<file path="config.mk">
export PLATFORM = sky130hd
export DESIGN_NAME = sync_fifo_param_flat
export DESIGN_NICKNAME = d
export VERILOG_FILES = /design/src/rtl/sync_fifo_pkg.sv /design/src/rtl/sync_fifo_param_if.sv /design/src/rtl/sync_fifo_param_fifo_ram.sv /design/src/rtl/sync_fifo_param.sv /design/src/flat_wrapper.sv
export SDC_FILE = /design/constraint.sdc
export NUM_CORES = 1
export LEC_CHECK = 0
export ABC_AREA = 0
export CAP_MARGIN = 30
export CORE_MARGIN = 8
export CORE_UTILIZATION = 45
export CTS_CLUSTER_DIAMETER = 120
export DETAILED_ROUTE_END_ITERATION = 8
export MAX_ROUTING_LAYER = met4
export PLACE_DENSITY = 0.69
export SETUP_SLACK_MARGIN = 0.02
export SYNTH_ARGS = -nofsm -noshare
export SYNTH_HDL_FRONTEND = slang
export SYNTH_SLANG_ARGS = --single-unit
</file>
<file path="constraint.sdc">
create_clock -name clk -period 2.6 [get_ports clk]
set_input_delay 0.39 -clock clk [delete_from_list [all_inputs] [get_ports clk]]
set_output_delay 0.39 -clock clk [all_outputs]
set_load 0.005 [all_outputs]
</file>
<file path="src/rtl/sync_fifo_pkg.sv">
// Package: sync_fifo_pkg
// Shared helpers for the sync_fifo_param FIFO:
//   addr_width() - ceil(log2(depth)), minimum 1, for sizing pointer and address fields
//   ERR_OVF/ERR_UNF - bit positions of the sticky error flags when packed into a status word
package sync_fifo_pkg;

  localparam int ERR_OVF = 0;
  localparam int ERR_UNF = 1;

  function automatic int addr_width(input int depth);
    int w;
    w = 1;
    for (int i = 1; i < 32; i++) begin
      if ((1 << w) < depth) w = w + 1;
    end
    return w;
  endfunction

endpackage

</file>
<file path="src/rtl/sync_fifo_param_if.sv">
// Interface: sync_fifo_param_if
// Bundles the FIFO's data, handshake and status signals.
//   master modport - producer/consumer side: drives wr, data_in, rd, flush, clr_err
//   slave modport  - FIFO side: drives data_out, rd_valid, flags, count and error flags
interface sync_fifo_param_if
  import sync_fifo_pkg::*;
#(
  parameter int WIDTH = 8,
  parameter int DEPTH = 16
) ();

  localparam int AW = addr_width(DEPTH);

  logic             wr;
  logic [WIDTH-1:0] data_in;
  logic             rd;
  logic [WIDTH-1:0] data_out;
  logic             rd_valid;
  logic             flush;
  logic             clr_err;
  logic             full;
  logic             empty;
  logic             almost_full;
  logic             almost_empty;
  logic [AW:0]      count;
  logic             overflow;
  logic             underflow;

  modport master (
    output wr, data_in, rd, flush, clr_err,
    input  data_out, rd_valid, full, empty, almost_full, almost_empty,
           count, overflow, underflow
  );

  modport slave (
    input  wr, data_in, rd, flush, clr_err,
    output data_out, rd_valid, full, empty, almost_full, almost_empty,
           count, overflow, underflow
  );

endinterface

</file>
<file path="src/rtl/sync_fifo_param_fifo_ram.sv">
// Module: fifo_ram
// Simple dual-port register array, WIDTH x DEPTH: one synchronous write port,
// one asynchronous read port. Contents are never reset.
//   clk   - write clock
//   we    - write enable
//   waddr - write address
//   wdata - write data
//   raddr - read address
//   rdata - read data (combinational from raddr)
module fifo_ram #(
  parameter int WIDTH = 8,
  parameter int DEPTH = 16,
  parameter int AW    = 4
) (
  input  logic             clk,
  input  logic             we,
  input  logic [AW-1:0]    waddr,
  input  logic [WIDTH-1:0] wdata,
  input  logic [AW-1:0]    raddr,
  output logic [WIDTH-1:0] rdata
);

  logic [WIDTH-1:0] mem [DEPTH];

  always_ff @(posedge clk) begin
    if (we) mem[waddr] <= wdata;
  end

  assign rdata = mem[raddr];

endmodule

</file>
<file path="src/rtl/sync_fifo_param.sv">
// Module: sync_fifo_param
// Parametrised single-clock FIFO with fill level, almost-full/almost-empty
// flags, sticky overflow/underflow flags and synchronous flush.
// Ports:
//   clk   - rising-edge clock
//   rst_n - asynchronous active-low reset
//   bus   - sync_fifo_param_if.slave (wr, data_in, rd, data_out, rd_valid,
//           flush, clr_err, full, empty, almost_full, almost_empty, count,
//           overflow, underflow)
// Build option: define SYNC_FIFO_FWFT_EN for first-word-fall-through reads
// (data_out shows the head word whenever not empty, rd acknowledges it).
// Without it, reads are registered with one cycle of latency.
module sync_fifo_param
  import sync_fifo_pkg::*;
#(
  parameter int WIDTH    = 8,
  parameter int DEPTH    = 16,
  parameter int AF_LEVEL = DEPTH - 2,
  parameter int AE_LEVEL = 2
) (
  input  logic clk,
  input  logic rst_n,
  sync_fifo_param_if.slave bus
);

  localparam int AW = addr_width(DEPTH);
  localparam logic [AW:0] ONE_C   = (AW+1)'(1);
  localparam logic [AW:0] DEPTH_C = (AW+1)'(DEPTH);
  localparam logic [AW:0] AF_C    = (AW+1)'(AF_LEVEL);
  localparam logic [AW:0] AE_C    = (AW+1)'(AE_LEVEL);

  // Illegal configurations stop elaboration.
  if (!(WIDTH >= 1 && DEPTH >= 4 && (DEPTH & (DEPTH - 1)) == 0 &&
        AE_LEVEL < AF_LEVEL && AF_LEVEL <= DEPTH)) begin : g_cfg_bad
    $fatal(1, "sync_fifo_param: illegal WIDTH/DEPTH/AF_LEVEL/AE_LEVEL combination");
  end

  logic [AW:0]      wr_ptr_reg, rd_ptr_reg;
  logic [AW:0]      count_reg, count_next;
  logic             full_reg, empty_reg, af_reg, ae_reg;
  logic [1:0]       err_reg, err_set, err_next;
  logic             wr_acc, rd_acc;
  logic [WIDTH-1:0] ram_rdata;

  // Acceptance uses the registered flags from the start of the cycle;
  // flush overrides both requests.
  assign wr_acc = bus.wr && !full_reg  && !bus.flush;
  assign rd_acc = bus.rd && !empty_reg && !bus.flush;

  always_comb begin
    count_next = count_reg;
    if (bus.flush) begin
      count_next = '0;
    end else begin
      case ({wr_acc, rd_acc})
        2'b10:   count_next = count_reg + ONE_C;
        2'b01:   count_next = count_reg - ONE_C;
        default: count_next = count_reg;
      endcase
    end
  end

  // Set beats clear when both happen in the same cycle.
  always_comb begin
    err_set          = '0;
    err_set[ERR_OVF] = bus.wr && full_reg  && !bus.flush;
    err_set[ERR_UNF] = bus.rd && empty_reg && !bus.flush;
    err_next         = err_set | (bus.clr_err ? 2'b00 : err_reg);
  end

  always_ff @(posedge clk or negedge rst_n) begin
    if (!rst_n) begin
      wr_ptr_reg <= '0;
      rd_ptr_reg <= '0;
      count_reg  <= '0;
      full_reg   <= 1'b0;
      empty_reg  <= 1'b1;
      af_reg     <= 1'b0;
      ae_reg     <= 1'b1;
      err_reg    <= '0;
    end else begin
      if (bus.flush) begin
        wr_ptr_reg <= '0;
        rd_ptr_reg <= '0;
      end else begin
        if (wr_acc) wr_ptr_reg <= wr_ptr_reg + ONE_C;
        if (rd_acc) rd_ptr_reg <= rd_ptr_reg + ONE_C;
      end
      count_reg <= count_next;
      full_reg  <= (count_next == DEPTH_C);
      empty_reg <= (count_next == '0);
      af_reg    <= (count_next >= AF_C);
      ae_reg    <= (count_next <= AE_C);
      err_reg   <= err_next;
    end
  end

  fifo_ram #(
    .WIDTH (WIDTH),
    .DEPTH (DEPTH),
    .AW    (AW)
  ) u_ram (
    .clk   (clk),
    .we    (wr_acc),
    .waddr (wr_ptr_reg[AW-1:0]),
    .wdata (bus.data_in),
    .raddr (rd_ptr_reg[AW-1:0]),
    .rdata (ram_rdata)
  );

`ifdef SYNC_FIFO_FWFT_EN
  // Head word is presented directly; rd only advances the read pointer.
  assign bus.data_out = ram_rdata;
  assign bus.rd_valid = !empty_reg;
`else
  logic [WIDTH-1:0] data_out_reg;
  logic             rd_valid_reg;

  always_ff @(posedge clk or negedge rst_n) begin
    if (!rst_n) begin
      data_out_reg <= '0;
      rd_valid_reg <= 1'b0;
    end else begin
      rd_valid_reg <= rd_acc;
      if (rd_acc) data_out_reg <= ram_rdata;
    end
  end

  assign bus.data_out = data_out_reg;
  assign bus.rd_valid = rd_valid_reg;
`endif

  assign bus.full         = full_reg;
  assign bus.empty        = empty_reg;
  assign bus.almost_full  = af_reg;
  assign bus.almost_empty = ae_reg;
  assign bus.count        = count_reg;
  assign bus.overflow     = err_reg[ERR_OVF];
  assign bus.underflow    = err_reg[ERR_UNF];

endmodule

</file>
<file path="src/flat_wrapper.sv">
// flat-port wrapper written by rule: the top's interface ports become plain ports
module sync_fifo_param_flat import sync_fifo_pkg::*;
#(
  parameter int WIDTH    = 8,
  parameter int DEPTH    = 16,
  parameter int AF_LEVEL = DEPTH - 2,
  parameter int AE_LEVEL = 2
)
  (clk, rst_n, bus_wr, bus_data_in, bus_rd, bus_flush, bus_clr_err, bus_data_out, bus_rd_valid, bus_full, bus_empty, bus_almost_full, bus_almost_empty, bus_count, bus_overflow, bus_underflow);
  sync_fifo_param_if #(.WIDTH(WIDTH), .DEPTH(DEPTH)) bus_i ();
  input  logic clk;
  input  logic rst_n;
  input wire logic [$bits(bus_i.wr)-1:0] bus_wr;
  input wire logic [$bits(bus_i.data_in)-1:0] bus_data_in;
  input wire logic [$bits(bus_i.rd)-1:0] bus_rd;
  input wire logic [$bits(bus_i.flush)-1:0] bus_flush;
  input wire logic [$bits(bus_i.clr_err)-1:0] bus_clr_err;
  output wire logic [$bits(bus_i.data_out)-1:0] bus_data_out;
  output wire logic [$bits(bus_i.rd_valid)-1:0] bus_rd_valid;
  output wire logic [$bits(bus_i.full)-1:0] bus_full;
  output wire logic [$bits(bus_i.empty)-1:0] bus_empty;
  output wire logic [$bits(bus_i.almost_full)-1:0] bus_almost_full;
  output wire logic [$bits(bus_i.almost_empty)-1:0] bus_almost_empty;
  output wire logic [$bits(bus_i.count)-1:0] bus_count;
  output wire logic [$bits(bus_i.overflow)-1:0] bus_overflow;
  output wire logic [$bits(bus_i.underflow)-1:0] bus_underflow;
  assign bus_i.wr = bus_wr;
  assign bus_i.data_in = bus_data_in;
  assign bus_i.rd = bus_rd;
  assign bus_i.flush = bus_flush;
  assign bus_i.clr_err = bus_clr_err;
  assign bus_data_out = bus_i.data_out;
  assign bus_rd_valid = bus_i.rd_valid;
  assign bus_full = bus_i.full;
  assign bus_empty = bus_i.empty;
  assign bus_almost_full = bus_i.almost_full;
  assign bus_almost_empty = bus_i.almost_empty;
  assign bus_count = bus_i.count;
  assign bus_overflow = bus_i.overflow;
  assign bus_underflow = bus_i.underflow;
  sync_fifo_param #(.WIDTH(WIDTH), .DEPTH(DEPTH), .AF_LEVEL(AF_LEVEL), .AE_LEVEL(AE_LEVEL)) u_core (.clk(clk), .rst_n(rst_n), .bus(bus_i));
endmodule
</file>
==> impl_metrics.yaml, run 1 <==
outcome:
  status: "complete, no violations"
placement:
  dp_slack_ns: -0.467
  dp_hpwl_um: 7840
  io_buffers: 33
  gp_congestion: 0.778
synthesis:
  async_flop_share: 0.179
  synth_common_cells: "edfxtp_1 (128), mux4_2 (40), nand2_1 (35)"
  synth-simple-area-share: 0.0637
  yosys.area.top_type: "edfxtp_1"
  syn-cell-area_sq_um: 6320
  synth_top_area_frac: 0.608
  ys_ff_latch: 156
  muxShareOfSynthArea: 0.153
  synth_cell_types: 39
  synth_ff_type: "edfxtp_1"
  postSynthCellCount: 340
  synth_top_family_by_area: "multiplexers"
  synth-edff-count: 128
  synth_xor_area_frac: 0.0111
  synthesis.nets: 361
  synth-compound-area-share: 0.0188
  avgSynthCellArea_sq_um: 18.6
  yosysWarnings: 0
  synth_area_leaders: "edfxtp_1 (61%), mux4_2 (14%), dfrtp_1 (10%)"
  synthAdderAreaFrac: 0.0139
  synth.most_common_cell: "edfxtp_1"
  synth-seq-area-share: 0.719
floorplanning:
  die_w_um: 135
  fp.coreArea_sq_um: 13800
  boundaryPins: 34
  initial_utilization: 0.457
  fp.dieH_um: 135
  row_count: 43
  dieArea_sq_um: 18100
power:
  leakagePower_uw: 0.00269
  power-per-cell-area_nw_per_um2: 793
  finalPower_uw: 6120
  ir_drop_v: 0.000495
cts:
  cts_sinks: 156
  insertion_delay_ns: 0.42
  cts_tree: "built"
  cts_buffers: 17
  cts_buffer_depth: 2
  htreeDepth: 4
  cts-root-buf: "clkbuf_16"
  cts.clk_slew.worst_paths_ns: 0.06
worst_setup_path:
  required_ns: 2.92
  path_class: "flop to flop"
  end_kind: "flop"
  crit_slowest_cell: "dfstp_2"
  cp_cell_sequence: "or3b_4 > inv_4 > nand2_2 > xnor2_1 > ha_2 > a21o_1 > a21oi_2 > o211ai_1 > mux2_4 > a2111oi_4"
  critical_path_buf_inv_count: 1
  worstPathArrival_ns: 2.79
  critPathTopFamily: "compound AO/OA/AOI/OAI gates"
  crit_path_max_incr_delay_ns: 0.39
  crit_fanout: 5
  cp-start-kind: "flop"
grt:
  grt_remaining_overflow: 0
  use_met2: 0.222
  grt.met1_usage: 0.179
  antenna_found_initial: 0
  grt_start_max_net_pins: 36
  busiest_layer: "met2"
  grtUsageMet3: 0.0383
  grt_pass1_wl_um: 19100
  track_usage: 0.144
  grt_pass1_vias: 3450
timing:
  min_period_over_period: 0.951
  final-hold-violation-count: 0
  fin_skew_ns: 0.00875
  worst_slack_ns: 0.128
  maxSlewViolCount: 0
  tightest_slew_ns: 0.580
  setup_viol: 0
  relSlewSlack: 0.613
  layout_min_cycle_time_ns: 2.47
  fmax_mhz: 404
  rsz0062_at_grt: "yes"
route:
  drt-initial-drc-count: 216
  wl_per_cell_um: 19.7
  wl_um: 11800
  vias_per_cell: 5.33
  drc: 0
  firstDrtPassIters: 4
  via_count: 3196
  ant_nets: 0
cells_and_area:
  drive_above_1_share: 0.300
  syn_to_final_growth_pct: 22.0
  num_antenna_cells: 0
  largest_reg_flops: 128
  nNetsFinal: 428
  utilization: 0.558
flow_run:
  max-cap-violations: 0
min_path:
  min_path_type: "input port to flop"
==> routing by layer <==
metal | part of all wire | wire [um]
met1 | 0.44 | 5180
met2 | 0.49 | 5830
met3 | 0.051 | 602
met4 | 0.017 | 203
met5 | 0 | 0
==> final timing paths <==
| kind | startpoint | to | slack (ns) | depth (start not counted) |
|---|---|---|---|---|
| worst max-delay path | u_core.bus.empty | u_core.bus.almost_empty | 0.13 | 10 |
| worst min-delay path | bus_rd | u_core.err_reg[1] | 0.29 | 3 |
| worst max register to register | u_core.bus.empty | u_core.bus.almost_empty | 0.13 | 10 |
| worst min register to register | u_core.bus.data_out[3] | u_core.bus.data_out[3] | 0.47 | 2 |
| max in group asynchronous | rst_n | u_core.bus.empty | 1.94 | 2 |
| min in group asynchronous | rst_n | u_core.bus.almost_full | 0.36 | 2 |
==> cell usage in the layout, fill, tap and decap left out, types with 2 or more instances in the layout <==
master | Yosys | final
a21o_1 | 2 | 2
a21oi_1 | 4 | 2
a21oi_2 | 1 | 3
buf_4 | 2 | 29
bufinv_16 | 0 | 3
clkbuf_16 | 0 | 17
clkdlybuf4s50_1 | 0 | 31
clkinv_2 | 0 | 2
clkinv_4 | 0 | 2
clkinvlp_4 | 0 | 3
dfrtp_1 | 26 | 25
dfstp_2 | 2 | 2
dlymetal6s2s_1 | 0 | 2
edfxtp_1 | 128 | 128
ha_1 | 7 | 5
ha_2 | 0 | 2
inv_1 | 7 | 7
inv_6 | 0 | 4
mux2_4 | 3 | 3
mux2i_1 | 2 | 2
mux4_2 | 40 | 40
nand2_1 | 35 | 34
nand2b_1 | 3 | 3
nand4_1 | 3 | 3
nor2_1 | 27 | 27
nor2b_1 | 4 | 4
nor3_1 | 4 | 4
o21ai_0 | 2 | 2
o22ai_1 | 2 | 2
xnor2_1 | 3 | 3
xor2_1 | 5 | 5
==> worst reg2reg max path: stages (launching register included) <==
cell and delay, ns:
dfstp_2 0.39, or3b_4 0.39, inv_4 0.07, nand2_2 0.06, xnor2_1 0.12, ha_2 0.20
a21o_1 0.21, a21oi_2 0.13, o211ai_1 0.12, mux2_4 0.37, a2111oi_4 0.31
==> final cells by class <==
| cell class | count | area (sq um) |
|---|---|---|
| Multi-Input combinational cell | 160 | 1710 |
| Inverter | 8 | 32.5 |
| Timing Repair Buffer | 64 | 584 |
| Sequential cell | 156 | 4550 |
| Clock inverter | 15 | 186 |
| Clock buffer | 17 | 425 |
| Fill cell | 1040 | 6110 |
| Tap cell | 180 | 225 |
==> power by group <==
part / total [uW] / switching [uW] / internal (uW)
combinational: 721 / 313 / 408
sequential: 2880 / 64.4 / 2810
clock: 2520 / 990 / 1530
==> per-stage QoR <==
step	area [sq um]	hold slack, ns	instances	TNS [ns]
detailed placement	7020	0.466	568	-2.14
CTS	7640	0.350	600	0
floorplan	6320	0.0944	340	0
finish	7710	0.289	600	0
global route	7710	0.328	600	0
global placement	7020	0.461	568	-1.52
==> kinds of logic after synthesis <==
logic type,Yosys count
buffers and inverters,24
flip-flops,156
AO/OA/AOI/OAI,16
AND/OR/NAND/NOR,84
XOR/XNOR,8
multiplexers,45
adder cells (fa/ha/maj),7
==> repair_timing <==
item | CTS | global route
setup endpoints to repair | 2 | 4
gates resized for setup | 1 | 15
hold buffers | 0 | 0
buffers inserted | 0 | 0
pin swaps | 0 | 3
No activity file was read; power rests on OpenSTA's default activity.
==> run 2, diff against run 1 <==
Settings changed: CORE_UTILIZATION 45 to 59, GPL_TIMING_DRIVEN set to 0, PLACE_DENSITY 0.69 to 0.85.
==> run 2 against run 1 <==
  * Setup slack got worse by 0.11 ns
  * Power rose by 0.85%
  * Sequential cell count did not move
  * Routed wire length rose by 14%
  * Clock power barely moved
  * Clock skew rose by 0.0088 ns
  * Final cell count fell by 8.2%
  * Count of clock-buffer cells in the layout rose by 4
  * Utilization rose by 18 points
  * Hold slack got worse by 0.0055 ns
  * Maximum frequency fell by 4.4%
  * Combinational power rose by 6.4%
  * Largest power group unchanged
==> impl_metrics.yaml, run 2 (same netlist as run 1, synthesis figures left out) <==
floorplanning:
  die_w_um: 120
  fp.dieH_um: 120
  initial_utilization: 0.610
  row_count: 37
  boundaryPins: 34
  fp.coreArea_sq_um: 10400
  dieArea_sq_um: 14300
timing:
  maxSlewViolCount: 0
  relSlewSlack: 0.380
  fmax_mhz: 387
  min_period_over_period: 0.995
  final-hold-violation-count: 0
  worst_slack_ns: 0.0140
  setup_viol: 0
  layout_min_cycle_time_ns: 2.59
  fin_skew_ns: 0.0175
  tightest_slew_ns: 0.927
  rsz0062_at_grt: "yes"
cts:
  cts-root-buf: "clkbuf_8"
  cts_tree: "built"
  cts.clk_slew.worst_paths_ns: 0.06
  cts_sinks: 156
  insertion_delay_ns: 0.53
  cts_buffer_depth: 2
  htreeDepth: 4
  ctsHoldBuffers: 0
  cts_buffers: 17
cells_and_area:
  num_antenna_cells: 0
  fillers: 605
  drive_above_1_share: 0.255
  final_cells: 551
  nNetsFinal: 423
  multi_input_area_sq_um: 1720
  final_cell_mix: "edfxtp_1 (128), mux4_2 (40), nand2_1 (34), clkdlybuf4s50_1 (33), nor2_1 (27)"
  regArea_sq_um: 4550
  syn_to_final_growth_pct: 20.3
  final_common_cell: "edfxtp_1"
  largest_reg_flops: 128
grt:
  track_usage: 0.203
  grt_remaining_overflow: 0
  grt_pass1_vias: 3571
  grt_start_max_net_pins: 17
  antenna_found_initial: 0
  grt_pass1_wl_um: 20700
route:
  firstDrtPassIters: 4
  ant_nets: 0
  wl_per_cell_um: 24.4
  via_count: 3373
  wl_um: 13400
  vias_per_cell: 6.12
  drt-initial-drc-count: 339
  drc: 0
min_path:
  min_path_type: "input port to asynchronous set/reset pin"
power:
  p_int_uw: 4820
  netSwitchingFraction: 0.219
  net-switching-power_uw: 1350
  seqPwrFrac: 0.466
  p_clk_frac: 0.410
  leakagePower_uw: 0.00263
  power-per-cell-area_nw_per_um2: 811
  p_comb_frac: 0.124
  ir_drop_v: 0.000593
worst_setup_path:
  worstPathArrival_ns: 3.01
  required_ns: 3.02
  critPathTopFamily: "simple AND/OR/NAND/NOR gates"
  crit_fanout: 5
  path_class: "flop to flop"
  end_kind: "flop"
  cp_cell_sequence: "or3b_4 > inv_4 > nand2_4 > xnor2_2 > ha_2 > a21o_1 > nand3_1 > nor3b_4 > mux2_4 > nor4bb_4"
  crit_path_max_incr_delay_ns: 0.44
  rr_worst_depth: 10
  cp-start-kind: "flop"
  worstSetupPathDepth: 10
  critical_path_buf_inv_count: 1
  crit_slowest_cell: "or3b_4"
placement:
  io_buffers: 33
  dp_slack_ns: -0.617
  gp_congestion: 0.826
  dp.cells: 514
  dp_hpwl_um: 8400
flow_run:
  max-cap-violations: 0
outcome:
  status: "complete, no violations"
run 2: cell count changes in the layout (fill, tap and decap cells not counted), sizes merged:
cell and change:
bufinv +1, dlymetal6s2s -2, buf -12, inv -5, clkinvlp -1, clkbuf +11
clkdlybuf4s50 +2, clkinv +1
run 2: power by group through the flow:
stage | clock network, uW | registers (uW) | logic (uW)
final | 2530 | 2870 | 767
after global routing | 2640 | 2890 | 836
after floorplan | 0 | 2920 | 391
after global placement | 0 | 2920 | 700
after detailed placement | 0 | 2930 | 723
after CTS | 2550 | 2880 | 745
run 2: path summary, 6_finish.rpt:
kind	start	end	slack (ns)
worst max-delay path	u_core.bus.empty	u_core.bus.full	0.01
worst max register to register	u_core.bus.empty	u_core.bus.full	0.01
worst min register to register	u_core.bus.data_out[1]	u_core.bus.data_out[1]	0.47
max in group asynchronous	rst_n	u_core.bus.empty	1.72
worst min-delay path	rst_n	u_core.bus.data_out[2]	0.28
min in group clk	u_core.bus.data_out[1]	u_core.bus.data_out[1]	0.47
run 2: layout make-up:
class	count	share of cell area
Tap cell	136	0.0224
Timing Repair Buffer	43	0.0556
Inverter	8	0.00428
Clock inverter	11	0.0224
Sequential cell	156	0.598
Buffer	16	0.0130
Clock buffer	21	0.0578
Multi-Input combinational cell	160	0.226
run 2: routing by layer:
metal | GRT usage | routed length, um
met1 | 0.229 | 5060
met2 | 0.325 | 6940
met3 | 0.0563 | 864
met4 | 0.106 | 570
met5 | - | 0
run 2: what timing repair did:
action / CTS / global route
endpoints found under the setup margin: 8 / 4
buffers inserted: 0 / 5
gates resized for setup: 5 / 9
pin swaps: 3 / 7
run 2: metrics by stage:
step | area [sq um] | utilization | setup TNS [ns] | power (uW) | hold slack, ns
2_1_floorplan | 6320 | - | 0 | 3320 | 0.0944
3_3_place_gp | 6820 | 0.658 | -50.98 | 3620 | 0.461
3_5_place_dp | 6880 | 0.663 | -36.56 | 3650 | 0.465
4_1_cts | 7510 | 0.724 | 0 | 6170 | 0.282
5_1_grt | 7600 | 0.733 | -0.210 | 6360 | 0.302
6_report | 7600 | 0.733 | 0 | 6170 | 0.283
==> run 3, diff against run 2 <==
Settings changed: ABC_AREA 0 to 1, CTS_CLUSTER_DIAMETER 120 to 150.
==> run 3 against run 2 <==
  * First-iteration DRC count rose by 140%
  * Via count is 41% higher
  * Synthesized cell count up 61%
  * Critical endpoint is now u_core.bus.empty
==> impl_metrics.yaml, run 3 <==
cts:
  cts_buffers: 17
  cts_buffer_depth: 2
  htreeDepth: 4
  insertion_delay_ns: 0.54
  cts_tree: "built"
  ctsHoldBuffers: 0
  cts-root-buf: "clkbuf_8"
  cts_sinks: 156
  cts.clk_slew.worst_paths_ns: 0.06
floorplanning:
  dieArea_sq_um: 14500
  fp.dieH_um: 121
  row_count: 38
  boundaryPins: 34
  initial_utilization: 0.601
  die_w_um: 121
  fp.coreArea_sq_um: 10700
synthesis:
  synth.most_common_cell: "edfxtp_1"
  yosysWarnings: 0
  syn-cell-area_sq_um: 6460
  synth_area_leaders: "edfxtp_1 (60%), dfrtp_1 (10%), nor2_1 (4.9%)"
  synth-seq-area-share: 0.704
  synth_top_area_frac: 0.595
  ys_ff_latch: 156
  synth_common_cells: "edfxtp_1 (128), nor2_1 (84), nand2_1 (74)"
  async_flop_share: 0.179
  yosys.area.top_type: "edfxtp_1"
  synth_ff_type: "edfxtp_1"
  synth-edff-count: 128
  synthesis.nets: 567
  avgSynthCellArea_sq_um: 11.8
  postSynthCellCount: 546
  synth_cell_types: 34
timing:
  min_period_over_period: 0.943
  layout_min_cycle_time_ns: 2.45
  maxSlewViolCount: 0
  fin_setup_tns_ns: 0
  rsz0062_at_grt: "no"
  tightest_slew_ns: 0.872
  fmax_mhz: 408
  final-hold-violation-count: 0
  fin_skew_ns: 0.0121
  setup_viol: 0
  hold_slack_ns: 0.123
  relSlewSlack: 0.416
min_path:
  min_path_type: "input port to flop"
route:
  vias_per_cell: 6.33
  wl_um: 17100
  drc: 0
  firstDrtPassIters: 5
  via_count: 4766
  ant_nets: 0
  wl_per_cell_um: 22.7
  drt-initial-drc-count: 811
placement:
  dp_hpwl_um: 10800
  io_buffers: 32
  gp_congestion: 0.916
  place_area_sq_um: 6980
cells_and_area:
  nNetsFinal: 621
  num_antenna_cells: 0
  drive_above_1_share: 0.106
  final_common_cell: "edfxtp_1"
  syn_to_final_growth_pct: 17.3
  final_area_sq_um: 7570
  largest_reg_flops: 128
  final_cell_mix: "edfxtp_1 (128), nor2_1 (82), nand2_1 (74), o21ai_0 (58), a21oi_1 (39)"
worst_setup_path:
  path_class: "flop to flop"
  worstPathArrival_ns: 2.92
  crit_fanout: 6
  cp-start-kind: "flop"
  end_kind: "flop"
  required_ns: 3.07
  ff2ff_setup_slack_ns: 0.15
grt:
  grt_pass1_wl_um: 26100
  grt_remaining_overflow: 0
  grt_start_max_net_pins: 17
  antenna_found_initial: 0
  track_usage: 0.247
  grt_pass1_vias: 4744
power:
  leakagePower_uw: 0.00274
  finalPower_uw: 6410
  ir_drop_v: 0.000500
  power-per-cell-area_nw_per_um2: 846
flow_run:
  max-cap-violations: 0
outcome:
  status: "complete, no violations"
run 3: changes by cell type after synthesis, sizes merged, moves of 5 or more:
cell and delta:
o21ai +60, mux4 -40, inv +17, nand3 +10, nor2 +59, buf +6, a21oi +35, nand2 +47
o22ai +23, xor2 -5, o41ai +6
run 3: critical path, stage by stage (launching register included):
cell	delay, ns
dfstp_2	0.61
inv_1	0.10
nand2_2	0.13
nor2_4	0.07
ha_2	0.38
inv_1	0.12
o21ai_0	0.17
a21oi_1	0.10
or2_2	0.29
inv_1	0.05
nand3_1	0.15
nor2_4	0.19
run 3: cell type report:
cell class / instances / area [sq um]
multi-input cells: 337 / 1700
clock inverters: 12 / 129
repair buffers: 35 / 363
plain buffers: 26 / 126
flip-flops and latches: 156 / 4550
clock buffers: 20 / 425
fillers: 687 / 3170
well taps: 140 / 175
inverters: 27 / 104
run 3: cell families after synthesis:
logic type,Yosys count,share of synthesized area
xor gates and xnor gates,1,0.00136
adders and majority gates,7,0.0136
buffers and inverters,53,0.0357
AOI/OAI and AO/OA,138,0.120
and+or+nand+nor,191,0.125
DFF,156,0.704
run 3: final timing paths:
| kind | from | endpoint | cells after the start |
|---|---|---|---|
| min in group asynchronous | rst_n | u_core.bus.data_out[6] | 1 |
| hold reg to reg | u_core.bus.data_out[3] | u_core.bus.data_out[3] | 2 |
| setup reg to reg | u_core.bus.empty | u_core.bus.empty | 11 |
| setup / recovery | u_core.bus.empty | u_core.bus.empty | 11 |
| max in group asynchronous | rst_n | u_core.bus.empty | 2 |
| hold / removal | bus_flush | u_core.bus.rd_valid | 2 |
run 3: power breakdown:
part | switching [uW] | internal (uW) | total, uW
logic | 682 | 419 | 1100
clock network | 944 | 1440 | 2380
registers | 91.0 | 2830 | 2920
run 3: metal layers:
layer	share of wire	wire length [um]	vias up	track usage
li1	-	-	2057	-
met3	0.11	1840	59	0.0592
met2	0.50	8490	381	0.389
met1	0.36	6120	2269	0.291
met4	0.037	636	0	0.130
met5	0	0	-	-
run 3: repair_timing:
action,CTS,global route
buffers inserted,0,2
endpoints found under the setup margin,1,2
gates resized for setup,2,4
pin swaps,0,1
cloned,0,0
hold endpoints to repair,0,0
run 3: through the flow:
stage	utilization	setup slack [ns]	std cells
floorplan	-	0.519	546
global placement	0.647	-0.230	718
detailed placement	0.650	-0.345	719
CTS	0.702	0.0685	751
global route	0.705	0.0284	753
finish	0.705	0.149	753
